--- config.mk ---
export PLATFORM = sky130hd
export DESIGN_NAME = bcd_xs3_serial_conv_flat
export DESIGN_NICKNAME = d
export VERILOG_FILES = /design/src/rtl/bcd_xs3_serial_conv_pkg.sv /design/src/rtl/bcd_xs3_serial_conv_if.sv /design/src/rtl/bcd_xs3_serial_conv_xs3_digit_conv.sv /design/src/rtl/bcd_xs3_serial_conv.sv /design/src/flat_wrapper.sv
export SDC_FILE = /design/constraint.sdc
export NUM_CORES = 1
export LEC_CHECK = 0
export CORE_UTILIZATION = 56
export CTS_BUF_LIST = sky130_fd_sc_hd__clkbuf_16
export CTS_CLUSTER_SIZE = 40
export DETAILED_ROUTE_END_ITERATION = 6
export DONT_BUFFER_PORTS = 1
export PLACE_DENSITY = 0.74
export SYNTH_ARGS = -nofsm -noshare
export SYNTH_HDL_FRONTEND = slang
export SYNTH_SLANG_ARGS = --single-unit
--- constraint.sdc ---
create_clock -name clk -period 2.2 [get_ports clk]
set_input_delay 0.22 -clock clk [delete_from_list [all_inputs] [get_ports clk]]
set_output_delay 0.22 -clock clk [all_outputs]
set_load 0.05 [all_outputs]
--- src/rtl/bcd_xs3_serial_conv_pkg.sv ---
// Shared constants and FSM state type for the serial BCD <-> excess-3 converter.
package bcd_pkg;

    localparam logic [3:0] XS3_OFFSET = 4'd3;
    localparam logic [3:0] BCD_MAX    = 4'd9;
    localparam logic [3:0] XS3_MIN    = 4'd3;
    localparam logic [3:0] XS3_MAX    = 4'd12;

    typedef enum logic [1:0] {
        IDLE = 2'd0,
        CONV = 2'd1,
        DONE = 2'd2
    } state_t;

endpackage

--- src/rtl/bcd_xs3_serial_conv_if.sv ---
// Word-level handshake bundle: input word channel plus converted output channel.
interface bcd_xs3_serial_conv_if #(
    parameter int DIGITS = 4
);
    logic                  in_valid;
    logic                  in_ready;
    logic                  dir;
    logic [4*DIGITS-1:0]   in_data;
    logic                  out_valid;
    logic                  out_ready;
    logic [4*DIGITS-1:0]   out_data;
    logic [DIGITS-1:0]     digit_err;
    logic                  err;

    // Converter side
    modport slave (
        input  in_valid, dir, in_data, out_ready,
        output in_ready, out_valid, out_data, digit_err, err
    );

    // Source/sink side
    modport master (
        output in_valid, dir, in_data, out_ready,
        input  in_ready, out_valid, out_data, digit_err, err
    );
endinterface

--- src/rtl/bcd_xs3_serial_conv_xs3_digit_conv.sv ---
// Single-digit BCD <-> XS3 converter. With ERR_DETECT_EN, invalid codes pass
// through unchanged and are flagged; otherwise every code is converted mod 16.
module xs3_digit_conv
    import bcd_pkg::*;
(
    input  logic [3:0] digit_i,
    input  logic       dir_i,
    output logic [3:0] result_o,
    output logic       invalid_o
);

    logic [3:0] conv;

    always_comb begin
        conv = dir_i ? (digit_i - XS3_OFFSET) : (digit_i + XS3_OFFSET);
`ifdef ERR_DETECT_EN
        invalid_o = dir_i ? ((digit_i < XS3_MIN) || (digit_i > XS3_MAX))
                          : (digit_i > BCD_MAX);
        result_o  = invalid_o ? digit_i : conv;
`else
        invalid_o = 1'b0;
        result_o  = conv;
`endif
    end

endmodule

--- src/rtl/bcd_xs3_serial_conv.sv ---
// Serial BCD <-> XS3 word converter: one digit per cycle, digit 0 first.
// Optional invalid-code detection is enabled by defining ERR_DETECT_EN.
module bcd_xs3_serial_conv
    import bcd_pkg::*;
#(
    parameter int DIGITS = 4
) (
    input  logic                  clk,
    input  logic                  rst_n,
    bcd_xs3_serial_conv_if.slave  bus
);

    localparam int IDX_W = (DIGITS > 1) ? $clog2(DIGITS) : 1;
    localparam logic [IDX_W-1:0] LAST_IDX = IDX_W'(DIGITS - 1);

    state_t               state_q, state_d;
    logic [IDX_W-1:0]     idx_q, idx_d;
    logic [4*DIGITS-1:0]  data_in_q, data_in_d;
    logic                 dir_q, dir_d;
    logic [4*DIGITS-1:0]  out_data_q, out_data_d;
    logic [DIGITS-1:0]    digit_err_q, digit_err_d;
    logic                 out_valid_q, out_valid_d;

    logic [3:0]           conv_result;
    logic                 conv_invalid;

    xs3_digit_conv u_digit (
        .digit_i   (data_in_q[idx_q*4 +: 4]),
        .dir_i     (dir_q),
        .result_o  (conv_result),
        .invalid_o (conv_invalid)
    );

    always_ff @(posedge clk) begin
        if (!rst_n) begin
            state_q     <= IDLE;
            idx_q       <= '0;
            data_in_q   <= '0;
            dir_q       <= 1'b0;
            out_data_q  <= '0;
            digit_err_q <= '0;
            out_valid_q <= 1'b0;
        end else begin
            state_q     <= state_d;
            idx_q       <= idx_d;
            data_in_q   <= data_in_d;
            dir_q       <= dir_d;
            out_data_q  <= out_data_d;
            digit_err_q <= digit_err_d;
            out_valid_q <= out_valid_d;
        end
    end

    always_comb begin
        state_d     = state_q;
        idx_d       = idx_q;
        data_in_d   = data_in_q;
        dir_d       = dir_q;
        out_data_d  = out_data_q;
        digit_err_d = digit_err_q;
        out_valid_d = out_valid_q;

        unique case (state_q)
            IDLE: begin
                if (bus.in_valid) begin
                    data_in_d   = bus.in_data;
                    dir_d       = bus.dir;
                    idx_d       = '0;
                    digit_err_d = '0;
                    state_d     = CONV;
                end
            end
            CONV: begin
                out_data_d[idx_q*4 +: 4] = conv_result;
                digit_err_d[idx_q]       = conv_invalid;
                if (idx_q == LAST_IDX) begin
                    idx_d       = '0;
                    out_valid_d = 1'b1;
                    state_d     = DONE;
                end else begin
                    idx_d = idx_q + IDX_W'(1);
                end
            end
            DONE: begin
                // Returning to IDLE first guarantees no accept on the output-transfer cycle.
                if (bus.out_ready) begin
                    out_valid_d = 1'b0;
                    state_d     = IDLE;
                end
            end
            default: state_d = IDLE;
        endcase
    end

    assign bus.in_ready  = (state_q == IDLE);
    assign bus.out_valid = out_valid_q;
    assign bus.out_data  = out_data_q;
    assign bus.digit_err = digit_err_q;
    assign bus.err       = |digit_err_q;

endmodule

--- src/flat_wrapper.sv ---
// flat-port wrapper written by rule: the top's interface ports become plain ports
module bcd_xs3_serial_conv_flat import bcd_pkg::*;
#(
    parameter int DIGITS = 4
)
  (clk, rst_n, bus_in_valid, bus_dir, bus_in_data, bus_out_ready, bus_in_ready, bus_out_valid, bus_out_data, bus_digit_err, bus_err);
  bcd_xs3_serial_conv_if #(.DIGITS(DIGITS)) bus_i ();
  input  logic clk;
  input  logic rst_n;
  input wire logic [$bits(bus_i.in_valid)-1:0] bus_in_valid;
  input wire logic [$bits(bus_i.dir)-1:0] bus_dir;
  input wire logic [$bits(bus_i.in_data)-1:0] bus_in_data;
  input wire logic [$bits(bus_i.out_ready)-1:0] bus_out_ready;
  output wire logic [$bits(bus_i.in_ready)-1:0] bus_in_ready;
  output wire logic [$bits(bus_i.out_valid)-1:0] bus_out_valid;
  output wire logic [$bits(bus_i.out_data)-1:0] bus_out_data;
  output wire logic [$bits(bus_i.digit_err)-1:0] bus_digit_err;
  output wire logic [$bits(bus_i.err)-1:0] bus_err;
  assign bus_i.in_valid = bus_in_valid;
  assign bus_i.dir = bus_dir;
  assign bus_i.in_data = bus_in_data;
  assign bus_i.out_ready = bus_out_ready;
  assign bus_in_ready = bus_i.in_ready;
  assign bus_out_valid = bus_i.out_valid;
  assign bus_out_data = bus_i.out_data;
  assign bus_digit_err = bus_i.digit_err;
  assign bus_err = bus_i.err;
  bcd_xs3_serial_conv #(.DIGITS(DIGITS)) u_core (.clk(clk), .rst_n(rst_n), .bus(bus_i));
endmodule
==> flow_metrics.env <==
export IMPL_vias_per_cell=5.59
export IMPL_p_comb_share_pct=11.2
export IMPL_powerDensity_mw_per_mm2=839
export IMPL_hold_buffers=0
export IMPL_required_ns=2.42
export IMPL_placed_area_mm2=0.00201
export IMPL_num_rows=21
export IMPL_synthesis_nets=242
export IMPL_io_pins=44
export IMPL_drt_drc_violations_left=0
export IMPL_cts_tree="built"
export IMPL_min_path_cells=2
export IMPL_final_layout_size_suffix_gt1_share_pct=14.6
export IMPL_period_needed_ns=2.08
export IMPL_clkSinkCount=42
export IMPL_grt_max_degree=47
export IMPL_slowest_delay_ns=0.53
export IMPL_worstPathCellList="mux4_2 > buf_4 > fa_1 > xor2_2 > a22oi_1 > nor2b_1"
export IMPL_design_area_mm2=0.00222
export IMPL_final_max_slew_viol_count=0
export IMPL_clock_fmax_ghz=0.480
export IMPL_die_h_um=61.4
export IMPL_synthCells=210
export IMPL_avgSynthCellArea_um2=9.41
export IMPL_post_drt_wl_per_cell_um=15.1
export IMPL_cap_viol_max_count=0
export IMPL_sw_frac_of_total_pct=24.2
export IMPL_die_area_mm2=0.00377
export IMPL_areaGrowthSynthToFinish_pct=12.3
export IMPL_antenna_found_initial=0
export IMPL_start_kind="flop"
export IMPL_cts_buffers=5
export IMPL_outcome="complete, no violations"
export IMPL_relSlewSlack_pct=59.5
export IMPL_worst_path_buf_inv=1
export IMPL_skew_ns=0.00381
export IMPL_stdcell_count=258
export IMPL_dpl_hpwl_um=2680
export IMPL_power_total_mw=1.86
export IMPL_reg2reg_depth=6
export IMPL_synth_seq_area_share_pct=42.6
export IMPL_p_leak_nw=0.854
export IMPL_final_nets=243
export IMPL_synth_cell_types=34
export IMPL_p_switching_mw=0.452
export IMPL_antenna_cells=0
export IMPL_grt_pass1_vias=1333
export IMPL_internal_power_mw=1.41
export IMPL_hp_start="bus_in_data[15]"
export IMPL_core_area_mm2=0.00336
export IMPL_path_delay_family="multiplexers"
export IMPL_cts_htree_levels=2
export IMPL_setup_viol=0
export IMPL_cts_root_buf="clkbuf_16"
export IMPL_ir_drop_v=0.000427
export IMPL_worstSkewPairLatency_ns=0.29
export IMPL_hold_violations=0
export IMPL_drt_wl_total_um=3890
export IMPL_die_x_um=61.4
export IMPL_first_pass_iters=2
export IMPL_yosys_area_top_type="dfxtp_1"
export IMPL_crit_slowest_cell="mux4_2"
export IMPL_grt_overflow=0
export IMPL_crit_arrival_ns=2.30
export IMPL_start_util_pct=58.7
export IMPL_ff2ff_setup_slack_ns=0.12
export IMPL_crit_type="reg -> reg"
export IMPL_synth_warnings=0
export IMPL_finalCritPeriodShare_pct=94.6
export IMPL_synth_edf_count=0
export IMPL_ys_ff_latch=42
export IMPL_p_clk_share_pct=44.1
export IMPL_drt_iter0_markers=74
export IMPL_setup_tns_ns=0
export IMPL_ys_flop_type="dfxtp_1"
export IMPL_synth_common_cells="nand2_1, dfxtp_1, a21boi_0, nor2b_1, a22oi_1"
export IMPL_gp_congestion=0.806
export IMPL_place_inst=248
export IMPL_hp_class="in -> reg"
export IMPL_regToRegEndpoint="u_core.bus.out_data[14]"
export IMPL_vias=1443
export IMPL_synth_top_area_share_pct=42.6
export IMPL_timing_rr_start="u_core.idx_q[0]"
export IMPL_power_frac_seq_pct=44.7
export IMPL_clk_path_buf_depth=2
export IMPL_io_buffers=0
export IMPL_grt_pass1_wl_um=6000
export IMPL_clk_pin_slew_ns=0.06
export IMPL_critPathMaxFanout=4
export IMPL_synth_async_reset_ratio_pct=0
export IMPL_grt_use_total_pct=22.9
export IMPL_hold_end="u_core.data_in_q[15]"
export IMPL_ant_nets=0
export IMPL_syn_cell_area_mm2=0.00198
export IMPL_synth_most_common_cell="nand2_1"
export IMPL_synth_area_top_cells="dfxtp_1, nand2_1, ha_1"
export IMPL_cp_end_kind="flop"
export IMPL_worstMarginPinSlew_ns=0.607
-- layout make-up --
type / count / area [um^2]
clock buffers: 5 / 125
clock inverters: 3 / 40.0
fillers: 297 / 1140
inverters: 5 / 18.8
multi-input cells: 150 / 1080
flip-flops and latches: 42 / 846
well taps: 46 / 57.6
repair buffers: 7 / 52.6
-- sequential cells by signal, summed over array words and instances, names as in the netlist --
| name | flops |
|---|---|
| u_core.data_in_q | 16 |
| u_core.bus.out_valid | 1 |
| u_core.bus.out_data | 16 |
| u_core.idx_q | 2 |
| u_core.state_q | 2 |
| u_core.bus.digit_err | 4 |
| u_core.dir_q | 1 |
-- worst register-to-register path: stages, from the launching register on --
cell     delay (ns)
dfxtp_4        0.37
mux4_2         0.53
buf_4          0.16
fa_1           0.44
xor2_2         0.28
a22oi_1        0.11
nor2b_1        0.13
-- routing by layer --
metal  track usage [%]  wire length, um  vias to the layer above
met5                 0                0                        -
met4              14.9              111                        0
met3              6.72              174                       12
li1                  -                -                      728
met2              37.1             1890                       35
met1              26.3             1710                      668
-- power groups by stage --
| stage | clock, mW | sequential [mW] | combinational (mW) |
|---|---|---|---|
| after global placement | 0 | 0.848 | 0.182 |
| final | 0.821 | 0.832 | 0.209 |
| after global routing | 0.859 | 0.836 | 0.232 |
| after floorplan | 0 | 0.839 | 0.168 |
| after detailed placement | 0 | 0.849 | 0.190 |
| after CTS | 0.824 | 0.832 | 0.195 |
-- cells by family (layout without fill, tap and decap cells) --
group / after synthesis / in the layout / share of synthesized area (%)
buffers and inverters: 18 / 20 / 4.43
flip-flops: 42 / 42 / 42.6
adder cells (fa/ha/maj): 11 / 11 / 7.35
multiplexers: 5 / 5 / 4.69
XOR/XNOR: 3 / 3 / 1.71
AND/OR/NAND/NOR: 79 / 79 / 20.6
AO/OA/AOI/OAI: 52 / 52 / 18.6
-- worst max-delay path by stage --
stage	slack (ns)	depth (start not counted)	endpoint	start
floorplan	0.04	8	u_core.bus.out_data[11]	u_core.idx_q[0]
global placement	0.14	7	u_core.bus.out_data[7]	u_core.idx_q[0]
detailed placement	0.06	7	u_core.bus.out_data[7]	u_core.idx_q[0]
CTS	0.03	7	u_core.bus.out_data[14]	u_core.idx_q[1]
global route	-0.01	6	u_core.bus.out_data[6]	u_core.idx_q[0]
finish	0.12	6	u_core.bus.out_data[14]	u_core.idx_q[0]
-- through the flow --
step	hold slack [ns]	util, %	setup WS, ns
3_5_place_dp	0.361	59.8	0.0575
3_3_place_gp	0.352	59.8	0.142
4_1_cts	0.0667	64.7	0.0318
5_1_grt	0.0726	66.0	-0.0146
2_1_floorplan	0.355	-	0.0377
6_report	0.0698	66.0	0.118
-- cell usage in the layout, fill, tap and decap left out, drive strengths merged, types with 2 or more instances in the layout --
master,synthesis,routed
nor2,3,3
clkinv,0,2
o211a,4,4
buf,5,7
nor3b,2,2
nor2b,16,16
mux4,3,3
inv,5,5
nor4b,3,3
dfxtp,42,42
o21ai,7,7
and2b,2,2
xnor2,2,2
a21oi,7,7
a22oi,14,14
nand3,5,5
nand2,45,45
clkbuf,8,5
ha,10,10
a21boi,18,18
-- what timing repair did --
action	in CTS	in global routing
setup endpoints to repair	0	8
buffers inserted	0	2
gates resized for setup	0	7
Power figures use the tool's default switching activity.
==> edit (same flow settings) <==
The 3 states of `state_t` get a one-hot encoding in 3 bits.
--- a/src/rtl/bcd_xs3_serial_conv_pkg.sv
+++ b/src/rtl/bcd_xs3_serial_conv_pkg.sv
@@ -7,8 +7,8 @@
     localparam logic [3:0] XS3_MAX    = 4'd12;
 
-    typedef enum logic [1:0] {
-        IDLE = 2'd0,
-        CONV = 2'd1,
-        DONE = 2'd2
+    typedef enum logic [2:0] {
+        IDLE = 3'b001,
+        CONV = 3'b010,
+        DONE = 3'b100
     } state_t;
 
Formal check against the unedited RTL: same outputs for any inputs over 10 cycles, from zero or initial values and one cycle with rst_n low; not proved beyond that.
==> edit against the original RTL <==
Sequential cell count rose by 1; sequential share of layout area shrank 0.80 points; critical path depth is 1 higher; wire length up 1.5%; highest routed layer unchanged; power increased by 3.5%; largest power group is now clock; setup slack improved by 3.4 ps; final area is 4.6% higher; area after synthesis rose by 1.8%; combinational power shrank 19%.
==> edit: results (changes against the original RTL) <==
metric,value,unit,change
r2r_end,u_core.bus.out_data[15],,
synth_nets,251,,+3.7%
grt_pass1_vias,1448,,+8.6%
p_sw,0.4029,mW,-11%
grt_max_degree,45,,-4.3%
synth.distinct_cells,40,,+18%
placed_cells,261,,+5.2%
p_leak,0.8433,nW,-1.2%
grt_util_all_layers,23.86,%,+0.99 points
routed_wl,3944,microns,+1.5%
synth_warnings,0,,unchanged
dr.first_iter.drc_count,62,,-16%
first_pass_iters,4,,+2
cts-resized-gates,1,,+1
routedWlPerCell,14.55,microns,-3.4%
gp_congestion,0.7595,,-5.7%
cts_max_level,2,,unchanged
fill_cells,258,,-13%
synth_commonest_cells,"nand2_1 (54), dfxtp_1 (43), a21boi_1 (17)",,
seq_area_frac_synth,42.81,%,+0.25 points
place.port_buffers,0,,unchanged
hold_slack,25.17,ps,-44.63 ps
synth_cells,219,,+4.3%
drive_gt1_share,15.11,%,+0.49 points
grt_first_pass_wirelength,6486,microns,+8.0%
worst_pin_slew,610.1,ps,+2.865 ps
reg2regPathDepth,7,,+1
hold_end,u_core.state_q[0],,
vias,1518,,+5.2%
crit_fanout,5,,+1
dp_hpwl,2823,microns,+5.4%
synthTopCellsByArea,"dfxtp_1 (43%), nand2_1 (10%), a21boi_1 (6.3%), ha_1 (6.2%), a22oi_1 (4.5%)",,
finClkSkew,3.594,ps,-0.2118 ps
status,"finished, final reports clean",,
worstHoldStart,rst_n,,
cts_inserted_buffers,5,,unchanged
arrival,2250,ps,-50 ps
hold_depth,1,,-1
vdd_drop_max,0.0005024,V,+18%
edit: cell types whose count changed after synthesis, moves of 4 or more:
| cell | before | now |
|---|---|---|
| a21boi_0 | 16 | 1 |
| o211a_1 | 4 | 0 |
| nor2b_1 | 16 | 12 |
| nand2_1 | 45 | 54 |
| a21boi_1 | 2 | 17 |
| nor2_1 | 3 | 7 |
edit: cell type report:
| cell class | instances | area (sq um) | area share [%] |
|---|---|---|---|
| Inverter | 4 | 15.01 | 0.6473 |
| Clock buffer | 5 | 125.1 | 5.394 |
| Timing Repair Buffer | 9 | 67.56 | 2.913 |
| Multi-Input combinational cell | 161 | 1125 | 48.49 |
| Sequential cell | 43 | 865.8 | 37.32 |
| Tap cell | 46 | 57.56 | 2.481 |
| Clock inverter | 3 | 63.81 | 2.751 |
edit: metal layers:
metal | vias up | track usage (%) | part of all wire, %
met5 | - | 0 | 0
met1 | 712 | 28.42 | 44
li1 | 760 | - | -
met3 | 7 | 5.797 | 5.0
met4 | 0 | 13.02 | 1.9
met2 | 39 | 39.63 | 49
edit: per-stage QoR:
step | TNS (ps) | setup WS [ps] | power [mW] | instance area [sq um] | util [%]
2_1_floorplan | 0 | 52.60 | 0.9742 | 2023 | -
3_3_place_gp | 0 | 108.1 | 0.9976 | 2079 | 61.35
3_5_place_dp | -96.91 | -27.35 | 1.006 | 2079 | 61.35
4_1_cts | 0 | 2.964 | 1.931 | 2271 | 67.00
5_1_grt | 0 | 22.43 | 1.999 | 2320 | 68.44
6_report | 0 | 121.6 | 1.928 | 2320 | 68.44
edit: power by group through the flow:
stage                     Clock (mW)  Sequential, mW  Combinational [mW]
after global routing           0.977           0.832               0.189
after CTS                      0.941           0.829               0.161
final                          0.929           0.829               0.170
after floorplan                    0           0.840               0.134
after global placement             0           0.845               0.152
after detailed placement           0           0.847               0.159
edit: worst max path at each step:
stage | slack [ps] | depth (start not counted) | end
final | 120 | 7 | u_core.bus.out_data[15]
after global placement | 110 | 7 | u_core.bus.out_data[7]
after detailed placement | -30 | 7 | u_core.bus.out_data[15]
after global routing | 20 | 7 | u_core.bus.out_data[7]
after CTS | 3 | 7 | u_core.bus.out_data[15]
after floorplan | 50 | 8 | u_core.bus.out_data[11]
edit: logic make-up (layout without fill, tap and decap cells):
kind of cell | count (synthesis) | after routing | share of synthesized area (%)
buf+inv | 15 | 21 | 3.236
mux | 5 | 5 | 4.418
xor+xnor | 3 | 3 | 1.307
compound gates | 45 | 45 | 15.62
flops | 43 | 43 | 42.81
fa+ha+maj | 11 | 11 | 7.218
simple gates | 97 | 97 | 25.39
edit: worst max-delay path, cell delays in order, from the launching register on:
cell and delay [ps]:
dfxtp_4 370, mux4_2 520, ha_4 260, a21oi_1 120
o21ai_0 100, a41o_1 260, xnor2_2 230, o21ai_1 100
